`config.mk`:
```
export PLATFORM = sky130hd
export DESIGN_NAME = seg7_reader
export DESIGN_NICKNAME = d
export VERILOG_FILES = /design/src/rtl/seg7_pkg.sv /design/src/rtl/seg7_lookup.sv /design/src/rtl/seg7_reader.sv
export SDC_FILE = /design/constraint.sdc
export NUM_CORES = 1
export LEC_CHECK = 0
export ABC_AREA = 1
export CAP_MARGIN = 20
export CORE_MARGIN = 2
export CORE_UTILIZATION = 40
export CTS_CLUSTER_SIZE = 20
export DETAILED_ROUTE_END_ITERATION = 16
export GPL_ROUTABILITY_DRIVEN = 0
export GPL_TIMING_DRIVEN = 0
export PLACE_DENSITY_LB_ADDON = 0.12
export SLEW_MARGIN = 25
export SYNTH_ARGS = -nofsm -noshare
export SYNTH_HDL_FRONTEND = slang
export SYNTH_SLANG_ARGS = --single-unit
```
`constraint.sdc`:
```
create_clock -name clk -period 3 [get_ports clk]
set_input_delay 0.6 -clock clk [delete_from_list [all_inputs] [get_ports clk]]
set_output_delay 0.6 -clock clk [all_outputs]
set_load 0.01 [all_outputs]
```
`src/rtl/seg7_pkg.sv`:
```
// Shared 7-segment definitions: pattern constants (bit 0 = top ... bit 6 = middle),
// the forward encode table and the reader FSM state type.
package seg7_pkg;

  localparam logic [6:0] SEG_0     = 7'b0111111;
  localparam logic [6:0] SEG_1     = 7'b0000110;
  localparam logic [6:0] SEG_2     = 7'b1011011;
  localparam logic [6:0] SEG_3     = 7'b1001111;
  localparam logic [6:0] SEG_4     = 7'b1100110;
  localparam logic [6:0] SEG_5     = 7'b1101101;
  localparam logic [6:0] SEG_6     = 7'b1111100;
  localparam logic [6:0] SEG_7     = 7'b0000111;
  localparam logic [6:0] SEG_8     = 7'b1111111;
  localparam logic [6:0] SEG_9     = 7'b1100111;
  localparam logic [6:0] SEG_A     = 7'b1110111;
  // B and D alias 8 and 0 on this display; the reverse lookup can never return them.
  localparam logic [6:0] SEG_B     = 7'b1111111;
  localparam logic [6:0] SEG_C     = 7'b0111001;
  localparam logic [6:0] SEG_D     = 7'b0111111;
  localparam logic [6:0] SEG_E     = 7'b1111001;
  localparam logic [6:0] SEG_F     = 7'b1110001;
  localparam logic [6:0] SEG_BLANK = 7'b0000000;

  typedef enum logic {
    StSettle,
    StLocked
  } seg7_state_e;

  function automatic logic [6:0] seg7_encode(input logic [3:0] value);
    logic [6:0] pat;
    case (value)
      4'h0:    pat = SEG_0;
      4'h1:    pat = SEG_1;
      4'h2:    pat = SEG_2;
      4'h3:    pat = SEG_3;
      4'h4:    pat = SEG_4;
      4'h5:    pat = SEG_5;
      4'h6:    pat = SEG_6;
      4'h7:    pat = SEG_7;
      4'h8:    pat = SEG_8;
      4'h9:    pat = SEG_9;
      4'hA:    pat = SEG_A;
      4'hB:    pat = SEG_B;
      4'hC:    pat = SEG_C;
      4'hD:    pat = SEG_D;
      4'hE:    pat = SEG_E;
      default: pat = SEG_F;
    endcase
    return pat;
  endfunction

endpackage

```
`src/rtl/seg7_lookup.sv`:
```
// Combinational reverse lookup: segment pattern to hex value, with hit and blank flags.
module seg7_lookup
  import seg7_pkg::*;
(
  input  logic [6:0] pattern,
  output logic [3:0] value,
  output logic       hit,
  output logic       is_blank
);

  always_comb begin
    value = 4'h0;
    hit   = 1'b1;
    case (pattern)
      SEG_0:   value = 4'h0;
      SEG_1:   value = 4'h1;
      SEG_2:   value = 4'h2;
      SEG_3:   value = 4'h3;
      SEG_4:   value = 4'h4;
      SEG_5:   value = 4'h5;
      SEG_6:   value = 4'h6;
      SEG_7:   value = 4'h7;
      SEG_8:   value = 4'h8;
      SEG_9:   value = 4'h9;
      SEG_A:   value = 4'hA;
      SEG_C:   value = 4'hC;
      SEG_E:   value = 4'hE;
      SEG_F:   value = 4'hF;
      default: hit   = 1'b0;
    endcase
  end

  assign is_blank = (pattern == SEG_BLANK);

endmodule

```
`src/rtl/seg7_reader.sv`:
```
// Synchronises a 7-segment bus, waits for STABLE_CYCLES equal samples, then decodes once.
// Optional SEG7_READER_BLANK_EN accepts the all-off pattern as a blank display.
module seg7_reader
  import seg7_pkg::*;
#(
  parameter int unsigned STABLE_CYCLES = 4
) (
  input  logic       clk,
  input  logic       reset,
  input  logic       enable,
  input  logic [6:0] segments_in,
  output logic [3:0] digit,
  output logic       digit_valid,
  output logic       pattern_err,
`ifdef SEG7_READER_BLANK_EN
  output logic       blank,
`endif
  output logic       locked
);

  localparam int unsigned CntW = $clog2(STABLE_CYCLES + 1);
  localparam logic [CntW-1:0] CntLast = CntW'(STABLE_CYCLES - 1);

`ifdef SEG7_READER_BLANK_EN
  localparam bit BlankEn = 1'b1;
`else
  localparam bit BlankEn = 1'b0;
`endif

  logic [6:0]      s1_q, s2_q;
  logic [6:0]      cand_q, cand_d;
  logic [CntW-1:0] cnt_q, cnt_d;
  seg7_state_e     state_q, state_d;
  logic [3:0]      digit_q, digit_d;
  logic            valid_q, valid_d;
  logic            err_q, err_d;
  logic            decide;

  logic [3:0]      lk_value;
  logic            lk_hit;
  logic            lk_blank;

  seg7_lookup u_lookup (
    .pattern  (cand_q),
    .value    (lk_value),
    .hit      (lk_hit),
    .is_blank (lk_blank)
  );

  // Two-flop synchroniser; runs even while decoding is disabled.
  always_ff @(posedge clk or posedge reset) begin
    if (reset) begin
      s1_q <= '0;
      s2_q <= '0;
    end else begin
      s1_q <= segments_in;
      s2_q <= s1_q;
    end
  end

  always_comb begin
    state_d = state_q;
    cand_d  = cand_q;
    cnt_d   = cnt_q;
    digit_d = digit_q;
    valid_d = 1'b0;
    err_d   = 1'b0;
    decide  = 1'b0;

    if (!enable) begin
      state_d = StSettle;
      cnt_d   = '0;
      cand_d  = s2_q;
    end else if (s2_q != cand_q) begin
      state_d = StSettle;
      cnt_d   = '0;
      cand_d  = s2_q;
    end else if (state_q == StSettle) begin
      if (cnt_q < CntLast) begin
        cnt_d = cnt_q + CntW'(1);
      end else begin
        state_d = StLocked;
        decide  = 1'b1;
        if (lk_hit) begin
          digit_d = lk_value;
          valid_d = 1'b1;
        end else if (!(BlankEn && lk_blank)) begin
          err_d = 1'b1;
        end
      end
    end
  end

  always_ff @(posedge clk or posedge reset) begin
    if (reset) begin
      state_q <= StSettle;
      cand_q  <= '0;
      cnt_q   <= '0;
      digit_q <= 4'h0;
      valid_q <= 1'b0;
      err_q   <= 1'b0;
    end else begin
      state_q <= state_d;
      cand_q  <= cand_d;
      cnt_q   <= cnt_d;
      digit_q <= digit_d;
      valid_q <= valid_d;
      err_q   <= err_d;
    end
  end

`ifdef SEG7_READER_BLANK_EN
  logic blank_q;

  // Any decision other than a blank one clears the flag.
  always_ff @(posedge clk or posedge reset) begin
    if (reset) begin
      blank_q <= 1'b0;
    end else if (!enable) begin
      blank_q <= 1'b0;
    end else if (decide) begin
      blank_q <= lk_blank;
    end
  end

  assign blank = blank_q;
`else
  logic unused_decide;
  assign unused_decide = decide;
`endif

  assign digit       = digit_q;
  assign digit_valid = valid_q;
  assign pattern_err = err_q;
  assign locked      = (state_q == StLocked);

endmodule

```
==> results.json, run 1 <==
{
  "outcome": "finished, final reports clean",
  "postCtsResizedCells": 0,
  "cts_setup_buffers": 0,
  "power-per-cell-area_nw_per_um2": 460,
  "min_delay_path_depth": 0,
  "antenna_found_initial": 0,
  "cts_hold_repair.buffers": 0,
  "tightestPinTransition_ns": 0.629,
  "critical_path.slowest_cell": "sky130_fd_sc_hd__clkdlybuf4s50_1",
  "placementRows": 21,
  "routed-via-count": 980,
  "detail_route.first_pass.iterations": 4,
  "synth_mux_area_share_pct": 0,
  "post_synth_and_or_nand_nor_area_fraction_pct": 31.4,
  "cts_made_buffers": 5,
  "wl_per_cell_um": 9.78,
  "start_util_pct": 41.8,
  "place_worst_setup_slack_ns": 1.32,
  "cts_tree": "done",
  "drt-met1-wl_um": 1030,
  "cts.root.buffer_cell": "sky130_fd_sc_hd__clkbuf_4",
  "post_drt_via_cell_ratio": 4.43,
  "maxSlewViolCount": 0,
  "grt_first_pass_wirelength_um": 3930,
  "cap_violations": 0,
  "clkPwrFrac_pct": 34.7,
  "worst_path_dominant_cell_family": "buffers and inverters",
  "h-tree-depth": 2,
  "final-seq-area_um2": 776,
  "postSynthCellCount": 151,
  "timing.setup.critical_path_class": "register to output pin",
  "cp_max_fo": 4,
  "via_count_of_the_first_global_routing_pass": 928,
  "hold_violations": 0,
  "timing.critical_path.cells": "clkdlybuf4s50_1",
  "clock_tree.buffer_depth": 2,
  "register_bit_count_reported_by_yosys": 31,
  "clk_latency_ns": 0.32,
  "tritoncts_num_sinks": 31,
  "synth-adder-area-share_pct": 0.896,
  "cp-start-kind": "register",
  "final_antenna_net_count": 0,
  "hpwl_um": 1660,
  "footprint_of_the_multi_input_gates_um2": 538,
  "max_stage_delay_ns": 0.55,
  "post_route_insts_no_fill": 221,
  "syn-mean-instance-area_um2": 9.25,
  "seq_power_share_pct": 57.4,
  "hold_slack_ns": 0.353,
  "syn-num-nets": 162,
  "p_leak_nw": 0.828,
  "sw_frac_of_total_pct": 23.0,
  "cp.depth": 1,
  "finalSetupViolations": 0,
  "pwr-share-comb_pct": 7.9,
  "route.met3.wl_um": 102,
  "totalNegativeSetupSlack_ns": 0,
  "netlist_area_before_placement_um2": 1400,
  "dieArea_um2": 3980,
  "antenna_cells_inserted": 0,
  "drc": 0,
  "end_kind": "output pin",
  "clock_skew_ns": 0.00845,
  "ff2ff_path_depth": 10,
  "synth_xor_area_share_pct": 3.76,
  "maxClockFrequency_mhz": 538,
  "dieWidth_um": 63.1,
  "share_of_the_synthesized_area_in_compound_gates_ao_oa_aoi_oai_pct": 2.51,
  "top_layer_used": "met4",
  "drtIter0Drc": 37,
  "relSlewSlack_pct": 58.0,
  "routed_wl_um": 2160,
  "worst_setup_hold_path_clk_slew_ns": 0.09,
  "drive_above_1_share_pct": 16.6,
  "fp.dieH_um": 63.1,
  "grt_remaining_overflow": 0,
  "port_buffers": 16,
  "fill_cells": 323,
  "worstPathArrival_ns": 1.26,
  "power.switching_mw": 0.178,
  "setup_repair_after_global_routing_missed_its_margin": "false",
  "met2WireLength_um": 984,
  "core_area_um2": 3340,
  "timing.final.crit_period_ns": 1.86,
  "synth_seq_area_share_pct": 55.6,
  "main_combinational_cell_family_by_area_after_synthesis": "simple AND/OR/NAND/NOR gates",
  "place_inst": 213,
  "synthToLayoutAreaGrowth_pct": 20.5,
  "fin_crit_sh_pct": 62.0,
  "worst_ep_required_ns": 2.40,
  "final.setup.worst_slack_ns": 1.14,
  "maximum_resistive_drop_on_vdd_uv": 212,
  "int_pwr_mw": 0.596,
  "min-delay-path-class": "register to register",
  "worstPathBufferInverterCount": 1,
  "grt_util_all_layers_pct": 12.8,
  "largest_net_degree_at_the_start_of_global_routing": 32,
  "nNetsFinal": 185,
  "synth.lib_cells_used.distinct": 23,
  "yosysWarnings": 0,
  "ioPinCount": 17
}
-- cell usage after synthesis --
master / number / area share (%)
sky130_fd_sc_hd__a21o_1: 1 / 0.54
sky130_fd_sc_hd__a21oi_1: 2 / 0.72
sky130_fd_sc_hd__o21ai_1: 1 / 0.36
sky130_fd_sc_hd__nor2_2: 7 / 3.1
sky130_fd_sc_hd__nand3_1: 12 / 4.3
sky130_fd_sc_hd__inv_1: 13 / 3.5
sky130_fd_sc_hd__dfrtp_1: 31 / 56
sky130_fd_sc_hd__nand3_4: 2 / 2.5
sky130_fd_sc_hd__nand3b_1: 1 / 0.54
sky130_fd_sc_hd__xor2_1: 1 / 0.63
sky130_fd_sc_hd__xnor2_1: 5 / 3.1
sky130_fd_sc_hd__nor2_1: 15 / 4.0
sky130_fd_sc_hd__ha_1: 1 / 0.90
sky130_fd_sc_hd__nor2_4: 4 / 3.2
sky130_fd_sc_hd__o21ai_0: 1 / 0.36
sky130_fd_sc_hd__nand2_2: 5 / 2.2
sky130_fd_sc_hd__inv_2: 2 / 0.54
sky130_fd_sc_hd__nand4_1: 1 / 0.45
sky130_fd_sc_hd__o21a_1: 1 / 0.54
sky130_fd_sc_hd__nand2_1: 34 / 9.1
sky130_fd_sc_hd__nand3_2: 1 / 0.72
sky130_fd_sc_hd__clkbuf_1: 7 / 1.9
sky130_fd_sc_hd__nor3_1: 3 / 1.1
-- sequential cells by signal, indices dropped and copies added (netlist names) --
signal	count
digit	4
cnt_q	3
s1_q	7
s2_q	7
pattern_err	1
cand_q	7
digit_valid	1
locked	1
-- stage by stage --
| step | util (%) | power [mW] | instance area, um^2 |
|---|---|---|---|
| finish | 50.4 | 0.774 | 1680 |
| global route | 50.4 | 0.828 | 1680 |
| CTS | 50.4 | 0.790 | 1680 |
| detailed placement | 48.4 | 0.515 | 1610 |
| global placement | 48.4 | 0.513 | 1610 |
| floorplan | - | 0.493 | 1400 |
-- layer usage --
metal | global-route usage (%) | up-vias
met3 | 4.82 | 6
met5 | 0 | -
met2 | 19.8 | 16
li1 | - | 512
met4 | 5.00 | 0
met1 | 16.2 | 446
-- placed cells by master, fill, tap and decap left out, types with 2 or more instances in the layout --
cell / count
sky130_fd_sc_hd__nand2_2: 5
sky130_fd_sc_hd__xnor2_1: 5
sky130_fd_sc_hd__nand3_1: 12
sky130_fd_sc_hd__nor2_2: 7
sky130_fd_sc_hd__clkbuf_8: 2
sky130_fd_sc_hd__nor2_1: 15
sky130_fd_sc_hd__nand3_4: 2
sky130_fd_sc_hd__inv_1: 12
sky130_fd_sc_hd__nor3_1: 3
sky130_fd_sc_hd__inv_2: 3
sky130_fd_sc_hd__a21oi_1: 2
sky130_fd_sc_hd__dfrtp_1: 31
sky130_fd_sc_hd__nand2_1: 34
sky130_fd_sc_hd__clkbuf_4: 5
sky130_fd_sc_hd__nor2_4: 4
sky130_fd_sc_hd__clkbuf_1: 8
sky130_fd_sc_hd__clkdlybuf4s50_1: 16
-- power groups by stage --
stage          registers [mW]  logic (mW)  clock network (mW)
6_report                0.444      0.0610               0.269
4_1_cts                 0.444      0.0624               0.284
3_5_place_dp            0.453      0.0621                   0
2_1_floorplan           0.450      0.0424                   0
5_1_grt                 0.447      0.0693               0.312
3_3_place_gp            0.452      0.0607                   0
-- final timing paths --
kind	start	to	slack, ns
setup / recovery	locked	locked	1.14
hold / removal	s1_q[3]	s2_q[3]	0.35
setup reg to reg	cand_q[4]	digit[3]	1.58
hold reg to reg	s1_q[3]	s2_q[3]	0.35
max in group asynchronous	reset	cand_q[2]	1.92
min in group asynchronous	reset	cand_q[4]	0.67
-- cells by family after synthesis --
kind of cell | Yosys count
buf+inv | 22
simple gates | 85
flops | 31
xor+xnor | 6
compound gates | 6
fa+ha+maj | 1
-- area by class of cell --
| class | instances | share of cell area [%] |
|---|---|---|
| sequential | 31 | 46.1 |
| multi-input combinational | 98 | 32.0 |
| timing repair buffer | 16 | 9.52 |
| clock buffer | 8 | 4.09 |
| tap | 46 | 3.42 |
| inverter | 15 | 3.35 |
| buffer | 7 | 1.56 |
Note: power is estimated with default switching activity, not from simulation.
==> run 2, diff against run 1 <==
==> constraint.sdc (replaced) <==
create_clock -name clk -period 1.9 [get_ports clk]
set_input_delay 0.38 -clock clk [delete_from_list [all_inputs] [get_ports clk]]
set_output_delay 0.38 -clock clk [all_outputs]
set_load 0.01 [all_outputs]
==> results of run 2 <==
The final DEF is identical to that of run 1. Status: finished, final reports clean.
Among the figures that moved: setup slack after placement 1.32 ns -> 0.442 ns; setup slack after layout 1.14 ns -> 0.260 ns; register-to-register setup slack 1.58 ns -> 0.48 ns; total power 0.774 mW -> 1.22 mW; worst IR drop on VDD 212 uV -> 335 uV
